--- src/rtl/lane_permuter_pkg.sv ---
// Shared definitions for the lane permuter: permutation mode encoding and widths.
package lane_permuter_pkg;

    localparam int MODE_W = 2;

    typedef enum logic [MODE_W-1:0] {
        PASS       = 2'b00,
        SWAP_PAIRS = 2'b01,
        REVERSE    = 2'b10,
        ROTATE     = 2'b11
    } perm_mode_e;

endpackage : lane_permuter_pkg

--- src/rtl/lane_pipe_stage.sv ---
// One pipeline slot of the lane permuter: valid flag plus data word, loaded
// together under a shared advance enable and cleared asynchronously.
module lane_pipe_stage #(
    parameter int DATA_W = 64
) (
    input  logic              i_clock,
    input  logic              i_reset_n,
    input  logic              i_enable,
    input  logic              i_valid,
    input  logic [DATA_W-1:0] i_data,
    output logic              o_valid,
    output logic [DATA_W-1:0] o_data
);

    logic              valid_r;
    logic [DATA_W-1:0] data_r;

    // Slot register: load on enable, otherwise hold; data is kept even when invalid.
    always_ff @(posedge i_clock or negedge i_reset_n) begin
        if (!i_reset_n) begin
            valid_r <= 1'b0;
            data_r  <= {DATA_W{1'b0}};
        end else if (i_enable) begin
            valid_r <= i_valid;
            data_r  <= i_data;
        end else begin
            valid_r <= valid_r;
            data_r  <= data_r;
        end
    end

    assign o_valid = valid_r;
    assign o_data  = data_r;

endmodule : lane_pipe_stage

--- src/rtl/lane_permuter.sv ---
// Lane permuter: reorders LANES lanes per beat (pass/swap/reverse/rotate) and
// carries the result through a STAGES-deep, fully stalling valid/ready pipeline.
module lane_permuter
    import lane_permuter_pkg::*;
#(
    parameter int WIDTH  = 16,
    parameter int LANES  = 4,
    parameter int STAGES = 3
) (
    input  logic                     i_clock,
    input  logic                     i_reset_n,
    input  logic [LANES*WIDTH-1:0]   i_data,
    input  logic                     i_valid,
    output logic                     o_ready,
    input  logic [MODE_W-1:0]        i_mode,
    input  logic [$clog2(LANES)-1:0] i_rot,
    output logic [LANES*WIDTH-1:0]   o_data,
    output logic                     o_valid,
    input  logic                     i_ready
);

    localparam int DATA_W = LANES * WIDTH;
    localparam int ROT_W  = $clog2(LANES);

    // Output lane k takes the input lane returned by the mode's index rule.
    function automatic logic [DATA_W-1:0] permute(
        input logic [DATA_W-1:0] din,
        input perm_mode_e        mode,
        input logic [ROT_W-1:0]  rot
    );
        logic [DATA_W-1:0] dout;
        int                src;
        dout = {DATA_W{1'b0}};
        for (int k = 0; k < LANES; k++) begin
            case (mode)
                PASS:       src = k;
                SWAP_PAIRS: src = k ^ 1;
                REVERSE:    src = LANES - 1 - k;
                ROTATE:     src = (k + int'(rot)) % LANES;
                default:    src = k;
            endcase
            dout[k*WIDTH +: WIDTH] = din[src*WIDTH +: WIDTH];
        end
        return dout;
    endfunction

    perm_mode_e                mode_s;
    logic [DATA_W-1:0]         perm_data_s;
    logic                      advance_s;
    logic [STAGES:0]           valid_s;
    logic [STAGES:0][DATA_W-1:0] data_s;

    // Permutation is resolved before the first register, so mode/rot travel with the beat.
    always_comb begin
        mode_s      = perm_mode_e'(i_mode);
        perm_data_s = permute(i_data, mode_s, i_rot);
    end

    // One global enable: the whole pipe moves or the whole pipe holds.
    assign advance_s  = i_ready | ~o_valid;
    assign valid_s[0] = i_valid;
    assign data_s[0]  = perm_data_s;

    generate
        for (genvar g = 0; g < STAGES; g++) begin : g_stage
            lane_pipe_stage #(
                .DATA_W (DATA_W)
            ) u_stage (
                .i_clock   (i_clock),
                .i_reset_n (i_reset_n),
                .i_enable  (advance_s),
                .i_valid   (valid_s[g]),
                .i_data    (data_s[g]),
                .o_valid   (valid_s[g+1]),
                .o_data    (data_s[g+1])
            );
        end
    endgenerate

    assign o_valid = valid_s[STAGES];
    assign o_data  = data_s[STAGES];
    assign o_ready = advance_s;

endmodule : lane_permuter

--- config.mk ---
export PLATFORM = sky130hd
export DESIGN_NAME = lane_permuter
export DESIGN_NICKNAME = d
export VERILOG_FILES = /design/src/rtl/lane_permuter_pkg.sv /design/src/rtl/lane_pipe_stage.sv /design/src/rtl/lane_permuter.sv
export SDC_FILE = /design/constraint.sdc
export NUM_CORES = 1
export LEC_CHECK = 0
export CAP_MARGIN = 30
export CELL_PAD_IN_SITES_DETAIL_PLACEMENT = 2
export CELL_PAD_IN_SITES_GLOBAL_PLACEMENT = 2
export CORE_ASPECT_RATIO = 0.9
export CORE_MARGIN = 10
export CORE_UTILIZATION = 33
export DETAILED_ROUTE_END_ITERATION = 10
export GPL_ROUTABILITY_DRIVEN = 1
export PLACE_DENSITY_LB_ADDON = 0.1
export SLEW_MARGIN = 20
export SYNTH_ARGS = -nofsm -noshare
export SYNTH_HDL_FRONTEND = slang
export SYNTH_SLANG_ARGS = --single-unit
--- constraint.sdc ---
create_clock -name i_clock -period 1.9 [get_ports i_clock]
set_clock_uncertainty 0.15 [all_clocks]
set_input_delay 0.475 -clock i_clock [delete_from_list [all_inputs] [get_ports i_clock]]
set_output_delay 0.475 -clock i_clock [all_outputs]
set_load 0.005 [all_outputs]
# Yosys cells after proc, flatten, opt, wreduce, memory -nomap -nowiden

Index checks and enable logic that the tools add are counted.

Bits of input ports: 72
Output and inout bits: 66
Word-level logic and storage cells: 29
Register bits after elaboration: 195

Muxes and demuxes: 4
Equality and inequality tests: 3
Reductions and logical operators: 4
Bitwise operators: 5
Shifts and indexed selects: 4
Add/sub/neg operators: 3

Operator list:

| operator              | count |
|---|---|
| $pmux W28 S4          | 4 |
| $shiftx A64 B32 Y16   | 4 |
| $reduce_or A2 Y1      | 3 |
| $add A2 B2 Y2 const A | 2 |
| $eq A2 B2 Y1 const B  | 2 |
| $and A1 B1 Y1 const A | 3 |
| $add A1 B2 Y2 const A | 1 |
| $eq A2 B1 Y1 const B  | 1 |
| $logic_not A2 Y1      | 1 |
| $not A1 Y1            | 1 |
| $or A1 B1 Y1          | 1 |

# Logic depth before layout (Yosys ltp)

Gate-level depths: netlist of the first run.

Depth in word-level cells: 5
Depth in mapped cells: 7

# By module

From an unflattened synthesis of the first run, not the netlist that was laid out.

Cell total of the unflattened synthesis: 769
Area total of the unflattened synthesis: 10800.4 um^2

By module, submodules not included:

| module          | instances | cells each | area an instance (um^2) |
|---|---|---|---|
| lane_pipe_stage | 3         | 137        | 2618.8 |
| lane_permuter   | 1         | 358        | 2944.1 |

# Least setup slack after synthesis of the first run

Ideal clock, no wire load.

Path kind: input to output
Start point: input port i_ready
End point: output port o_ready
Arrival: 1.167 ns
Buffers on the path: 3
Stages: 5
Slack: 0.108 ns
Data required time: 1.275 ns
Cells stage by stage: nor2b_1 > buf_2 > inv_2 > buf_2 > buf_1

Cells in the longest elaborated chain, start to end: 1

RTL lines:

| what               | RTL line            | text |
|---|---|---|
| start: declaration | lane_permuter.sv:19 | `input logic i_ready` |
| $or A1 B1 Y1       | lane_permuter.sv:60 | `assign advance_s = i_ready \| ~o_valid;` |
| end: declaration   | lane_permuter.sv:14 | `output logic o_ready,` |

Every way passes these cells.

# Worst setup path after layout of the first run

Start point: register g_stage[2].u_stage.valid_r
End point: output port o_ready

Cells in the longest elaborated chain, start to end: 2

RTL lines:

| what                     | RTL line              | text |
|---|---|---|
| start: declaration       | lane_pipe_stage.sv:15 | `logic valid_r;` |
| start signal: assignment | lane_pipe_stage.sv:24 | `valid_r <= i_valid;` |
| start signal: assignment | lane_pipe_stage.sv:27 | `valid_r <= valid_r;` |
| $not A1 Y1               | lane_permuter.sv:60   |  |
| $or A1 B1 Y1             | lane_permuter.sv:60   |  |

Every way passes these cells.

==> reports/metrics.yaml, run 1 <==
outcome: "finished, violations left"
failed_checks: "setup timing"
synth_seq_cells: 195
timing.critical_path.max_delay_family: "flip-flops"
number_of_endpoints_with_negative_hold_slack_in_the_final_report: 0
routedWlPerCell_um: 22.8
portBuffers: 137
timing.final.crit_period_ps: 1930
required_ps: 1270
crit_path_max_fanout: 7
placement_rows: 63
detail_route.drc_violations: 0
clock_sink_count: 195
timing.critical_path.arrival_ps: 1300
die-area_mm2: 0.0414
antenna_found_initial: 0
cts_htree_levels: 4
report.final.slew_viol_count: 0
route.final.wire_length_mm: 44.9
die_height_um: 194
synth_sequential_area_ratio_pct: 43.9
timing.fmax_mhz: 519
synth_most_common_cell: "sky130_fd_sc_hd__nand2_1"
period_share_pct: 101
grt_pass1_vias: 11500
synthCells: 1381
cts.path.max_buffers: 2
dr.first_iter.drc_count: 570
worstPathBufferInverterCount: 3
grt_max_degree: 71
overflow: 0
met3_usage_pct: 3.67
worstHoldStart: "g_stage[2].u_stage.o_data[60]"
fp.coreArea_mm2: 0.0331
slew-limit-headroom_pct: 61.9
worst_pin_slew_ps: 571
post_synth_num_cell_types: 29
worst_path_most_repeated_cell: "sky130_fd_sc_hd__buf_12"
critical_path.reg2reg.startpoint: "g_stage[2].u_stage.o_valid"
yosys_most_used_dff: "sky130_fd_sc_hd__dfrtp_1"
clk_pin_slew_worst_paths_ps: 80
io_pins: 138
tritoncts.num_buffers: 17
max-cap-violations: 0
hold_path_class: "flip-flop to flip-flop"
num-nets-final: 1605
setup_slack_ps: -26.1
cts.root.buffer_cell: "sky130_fd_sc_hd__clkbuf_16"
initial_core_util_pct: 33.6
antenna_violating_nets_post_route: 0
drive_gt1_share_pct: 15.3
post_drt_via_cell_ratio: 5.34
place_congestion: 0.817
dpl.hpwl_mm: 31.9
multi_input_logic_area_mm2: 0.00512
synth-edff-count: 0
worstPathCellList: "nor2b_4 -> buf_12 -> clkinv_16 -> buf_12"
globalRouteTotalUtil_pct: 21.8
layout-area-overhead-vs-synth_pct: 27.8
global_route.usage.met2_pct: 35.3
yosys-top-cells-count: "sky130_fd_sc_hd__nand2_1, sky130_fd_sc_hd__dfrtp_1, sky130_fd_sc_hd__a21oi_1, sky130_fd_sc_hd__buf_4"
grt_first_pass_wirelength_mm: 70.6
vias: 10500
leakagePower_uw: 0.00699
synth_area_per_cell_um2: 8.05
kind_of_launch_point_of_the_worst_setup_path: "flip-flop"
crit_start: "g_stage[2].u_stage.o_valid"
peakVddDrop_uv: 740
rsz0062_at_grt: "yes"
power_per_cell_area_mw_per_mm2: 1170
insertion_delay_ps: 460
critical-path-slowest-cell: "sky130_fd_sc_hd__dfrtp_1"
synthTopCellsByArea: "sky130_fd_sc_hd__dfrtp_1, sky130_fd_sc_hd__nand2_1, sky130_fd_sc_hd__buf_4"
total_power_uw: 16600
post-route-util_pct: 42.9
die_x_um: 213
grt.met1_usage_pct: 29.8
critical_path.endpoint_type: "primary output"
setup.worst_path.class: "flip-flop to primary output"
synth.largest_area_cell: "sky130_fd_sc_hd__dfrtp_1"
post-synth-top-area-fraction_pct: 43.9
worst_path_largest_cell_delay_ps: 350
grt_busiest_layer: "met2"
syn-cell-area_mm2: 0.0111
pre_repair_dr_iteration_count: 5
filler_instances: 3727
seqCellArea_mm2: 0.00489
ys_async_sr_fraction_pct: 100
number_of_warnings_reported_in_the_yosys_synthesis_log: 0
cts_tree: "built"
mappedNetlistNets: 1453
report.final.setup_viol: 1
==> worst register-to-register path: stages (launching register included) <==
cell	delay (ps)
sky130_fd_sc_hd__dfrtp_1	380
sky130_fd_sc_hd__nor2b_4	130
sky130_fd_sc_hd__buf_12	140
sky130_fd_sc_hd__buf_4	180
sky130_fd_sc_hd__or3_4	360
sky130_fd_sc_hd__buf_4	180
sky130_fd_sc_hd__nor2_1	150
sky130_fd_sc_hd__a211o_1	120
==> flip-flops by register name, summed over array words and instances (netlist names) <==
register	count
g_stage.u_stage.o_data	192
g_stage.u_stage.o_valid	3
==> path summary, 6_finish.rpt <==
path	endpoint	slack, ps	depth (start not counted)
min reg2reg	g_stage[2].u_stage.o_data[60]	310	2
min	g_stage[2].u_stage.o_data[60]	310	2
max reg2reg	g_stage[0].u_stage.o_data[15]	50	7
max in group asynchronous	g_stage[2].u_stage.o_data[21]	610	3
min in group asynchronous	g_stage[2].u_stage.o_data[34]	370	2
max	o_ready	-30	4
==> stage by stage <==
stage                     hold slack [ps]  worst slack (ps)  instances  cell area (um2)  TNS, ps
after floorplan                      29.4               108       1381            11100        0
after global placement                293              -335       1923            13500   -33710
after detailed placement              287              -356       1924            13500   -38590
after CTS                             318              -153       1964            14100     -153
after global routing                  340              -100       1968            14200     -156
final                                 312             -26.1       1969            14200    -26.1
==> cells in the final DEF (no fill, tap or decap), drive strengths merged, types with 2 or more instances in the layout <==
cell type / instances
a211o: 32
a21boi: 32
a21oi: 65
a22o: 32
a22oi: 31
a31oi: 63
and3: 31
buf: 177
bufinv: 2
clkbuf: 19
clkdlybuf4s15: 2
clkdlybuf4s50: 65
clkinv: 5
dfrtp: 195
dlygate4sd2: 64
inv: 40
mux2: 32
nand2: 454
nand2b: 33
nand3b: 2
nor2: 63
nor2b: 3
o21ai: 66
o22ai: 32
==> routing by layer <==
metal,routed length (um),up-vias
li1,-,4901
met5,0,-
met3,1800,21
met4,433,0
met2,21500,180
met1,21200,5406
==> report_power, final <==
group | internal [uW] | total, uW | switching [uW] | leakage, uW
Combinational | 2560 | 5710 | 3150 | 0.00441
Clock | 2030 | 3890 | 1860 | 0.000298
Sequential | 5800 | 7010 | 1210 | 0.00229
Total | 10400 | 16600 | 6220 | 0.00699
==> cell families (layout without fill, tap and decap cells) <==
group | after synthesis | after routing | share of synthesized area, %
compound gates | 353 | 353 | 20.5
buf+inv | 211 | 376 | 10.6
flops | 195 | 195 | 43.9
mux | 32 | 32 | 3.24
other cells | 0 | 1 | 0
simple gates | 590 | 590 | 21.7
==> layout make-up <==
type                            instances  share of cell area (%)
Timing Repair Buffer                  310                    20.5
Sequential cell                       195                    34.4
Inverter                               34                    1.08
Multi-Input combinational cell        975                    36.0
Clock inverter                         14                    1.18
Clock buffer                           18                    3.09
Antenna cell                            1                  0.0176
Tap cell                              422                    3.72
==> what timing repair did <==
| action | CTS | global route |
|---|---|---|
| hold endpoints to repair | 42 | 0 |
| buffers inserted | 7 | 4 |
| setup endpoints to repair | 66 | 11 |
| cloned | 0 | 1 |
| resized for setup | 80 | 13 |
| hold buffers | 1 | 0 |
No activity file was read; power rests on OpenSTA's default activity.
==> run 2: changes to the inputs <==
- GPL_TIMING_DRIVEN: unset -> 1
==> results of run 2 <==
No change in the layout: final DEF, timing and power equal those of run 1.
==> run 3: changes to the inputs <==
- ABC_AREA: unset -> 1
- CORE_MARGIN: 10 -> unset
- CORE_UTILIZATION: 33 -> 32
==> run 3 against run 2 <==
Against the previous run: the flow now finishes without violations; critical path depth is the same; critical endpoint unchanged; power down 8.3%; maximum frequency up 2.8%.
==> reports/metrics.yaml, run 3 <==
power_per_cell_area_mw_per_mm2: 1310
worstPathBufferInverterCount: 3
timing.critical_path.arrival_ps: 1250
antenna_violating_nets_post_route: 0
final_cell_mix: "sky130_fd_sc_hd__nand2_1, sky130_fd_sc_hd__nand3_1, sky130_fd_sc_hd__dfrtp_1"
placedCellCount: 1628
finalSetupTns_ps: 0
mappedNetlistNets: 1265
num-nets-final: 1345
register_to_register_setup_slack_ps: 230
io_pins: 138
leakagePower_uw: 0.00605
critical_path.endpoint_type: "primary output"
fp.coreArea_mm2: 0.0289
yosys-top-cells-count: "sky130_fd_sc_hd__nand2_1, sky130_fd_sc_hd__nand3_1, sky130_fd_sc_hd__dfrtp_1"
placement_rows: 59
synth_seq_cells: 195
cts.path.max_buffers: 2
syn-cell-area_mm2: 0.00942
cts.root.buffer_cell: "sky130_fd_sc_hd__clkbuf_16"
muxShareOfSynthArea_pct: 0
slew-limit-headroom_pct: 76.2
report.final.slew_viol_count: 0
seqCellArea_mm2: 0.00488
timing.critical_path.max_delay_family: "flip-flops"
worstPathCellList: "inv_2 -> nor2_4 -> inv_6 -> clkbuf_2"
synth.largest_area_cell: "sky130_fd_sc_hd__dfrtp_1"
final_non_filler_cells: 1682
grt_max_degree: 78
clock_sink_count: 195
complex_gate_fraction_of_the_synthesized_area_pct: 0.146
required_ps: 1270
period_share_pct: 98.6
number_of_warnings_reported_in_the_yosys_synthesis_log: 0
synth-xor-area-share_pct: 0
initial_core_util_pct: 32.5
post-synth-top-area-fraction_pct: 51.8
overflow: 0
die-area_mm2: 0.0301
cts_htree_levels: 4
critical_path.reg2reg.startpoint: "g_stage[2].u_stage.o_valid"
synth_sequential_area_ratio_pct: 51.8
detail_route.drc_violations: 0
vias: 8225
worst_path_largest_cell_delay_ps: 370
die_height_um: 165
place_congestion: 0.774
post_drt_via_cell_ratio: 4.89
synth_most_common_cell: "sky130_fd_sc_hd__nand2_1"
report.final.setup_viol: 0
synthTopCellsByArea: "sky130_fd_sc_hd__dfrtp_1, sky130_fd_sc_hd__nand2_1, sky130_fd_sc_hd__nand3_1"
max-cap-violations: 0
cts_tree: "built"
timing.hold.ws_ps: 298
kind_of_launch_point_of_the_worst_setup_path: "flip-flop"
pre_repair_dr_iteration_count: 4
grt_pass1_vias: 8798
portBuffers: 137
dr.first_iter.drc_count: 373
globalRouteTotalUtil_pct: 21.3
post_synth_adder_cell_area_pct: 0
r2r-end: "g_stage[1].u_stage.o_data[18]"
routedWlPerCell_um: 18.2
tritoncts.num_buffers: 17
synth_top_family_by_area: "simple AND/OR/NAND/NOR gates"
dpl.hpwl_mm: 21.4
insertion_delay_ps: 440
critical-path-slowest-cell: "sky130_fd_sc_hd__dfrtp_1"
synthCells: 1193
rsz0062_at_grt: "yes"
grt_first_pass_wirelength_mm: 49.0
timing.final.crit_period_ps: 1870
hold_path_class: "input pin to asynchronous set/reset pin"
layout-area-overhead-vs-synth_pct: 23.6
outcome: "completed"
crit_path_max_fanout: 3
largest_register_ffs: 192
filler_instances: 3321
timing.fmax_mhz: 534
worst_pin_slew_ps: 356
die_x_um: 183
post_synth_and_or_nand_nor_area_fraction_pct: 38.4
post_synth_num_cell_types: 15
layout_commonest_cell: "sky130_fd_sc_hd__nand2_1"
multi_input_logic_area_mm2: 0.00364
synth-edff-count: 0
drive_gt1_share_pct: 9.80
peakVddDrop_uv: 621
setup.worst_path.class: "flip-flop to primary output"
clk_pin_slew_worst_paths_ps: 70
ys_async_sr_fraction_pct: 100
route.final.wire_length_mm: 30.7
number_of_endpoints_with_negative_hold_slack_in_the_final_report: 0
num_antenna_cells: 0
antenna_found_initial: 0
yosys_most_used_dff: "sky130_fd_sc_hd__dfrtp_1"
synth_area_per_cell_um2: 7.90
worst_r2r_path_depth: 7
[run 3: changes by cell type after synthesis, sizes merged, moves of 31 or more]
cell	previous run	this run
mux2	32	0
a21oi	65	1
and3	31	0
a211o	32	0
o22ai	32	0
a22o	32	0
nor2	63	1
nand2b	33	0
a31oi	63	0
a21boi	32	0
o21ai	66	1
nand2	454	590
nand3	1	259
a22oi	31	0
[run 3: logic make-up after synthesis]
| kind of cell | count (synthesis) |
|---|---|
| buffers and inverters | 146 |
| AOI/OAI and AO/OA | 2 |
| and+or+nand+nor | 850 |
| DFF | 195 |
[run 3: area by class of cell]
type                    count  share of cell area (%)
clock buffers              19                    3.81
clock inverters            13                    1.18
inverters                   8                   0.301
multi-input cells         852                    31.3
flip-flops and latches    195                    42.0
well taps                 396                    4.26
repair buffers            199                    17.2
[run 3: how the worst max path moves through the flow]
stage / slack (ps) / cells after the start / endpoint / startpoint
global placement: -430 / 4 / o_ready / i_ready
global route: -30 / 4 / o_ready / g_stage[2].u_stage.o_valid
finish: 30 / 4 / o_ready / g_stage[2].u_stage.o_valid
floorplan: 220 / 4 / o_ready / i_ready
detailed placement: -430 / 4 / o_ready / i_ready
CTS: -110 / 4 / o_ready / g_stage[2].u_stage.o_valid
[run 3: per-stage QoR]
stage | util (%) | setup WS (ps) | cell area [um2] | total power [uW]
6_report | 40.2 | 25.8 | 11600 | 15200
5_1_grt | 40.2 | -31.1 | 11600 | 16400
3_3_place_gp | 37.9 | -429 | 11000 | 11700
3_5_place_dp | 37.9 | -434 | 11000 | 11900
2_1_floorplan | - | 223 | 9420 | 9730
4_1_cts | 40.2 | -109 | 11600 | 15500
[run 3: layer usage]
metal	GRT usage, %	part of all wire, %	vias to the layer above	wire (um)
met4	5.61	1.5	0	465
li1	-	-	3899	-
met5	0	0	-	0
met3	3.00	2.9	17	887
met2	35.8	48	145	14800
met1	28.8	47	4164	14500
[run 3: timing repair]
item | 4_1_cts | 5_1_grt
endpoints found under the hold margin | 95 | 0
setup endpoints to repair | 66 | 4
setup buffers | 21 | 0
resized for setup | 72 | 3
pin swaps | 1 | 1
hold buffers | 1 | 0
[run 3: worst register-to-register path: stages, from the launching register on]
cell and delay [ps]:
sky130_fd_sc_hd__dfrtp_1 400, sky130_fd_sc_hd__inv_2 70, sky130_fd_sc_hd__nor2_4 60, sky130_fd_sc_hd__inv_6 70
sky130_fd_sc_hd__buf_4 210, sky130_fd_sc_hd__buf_4 380, sky130_fd_sc_hd__nand2_1 190, sky130_fd_sc_hd__nand2_1 90
[run 3: power breakdown]
| group | switching (uW) | internal [uW] | leakage, uW | total (uW) |
|---|---|---|---|---|
| registers | 1040 | 5760 | 0.00237 | 6810 |
| logic | 2600 | 2130 | 0.00339 | 4730 |
| clock network | 1800 | 1900 | 0.000285 | 3700 |
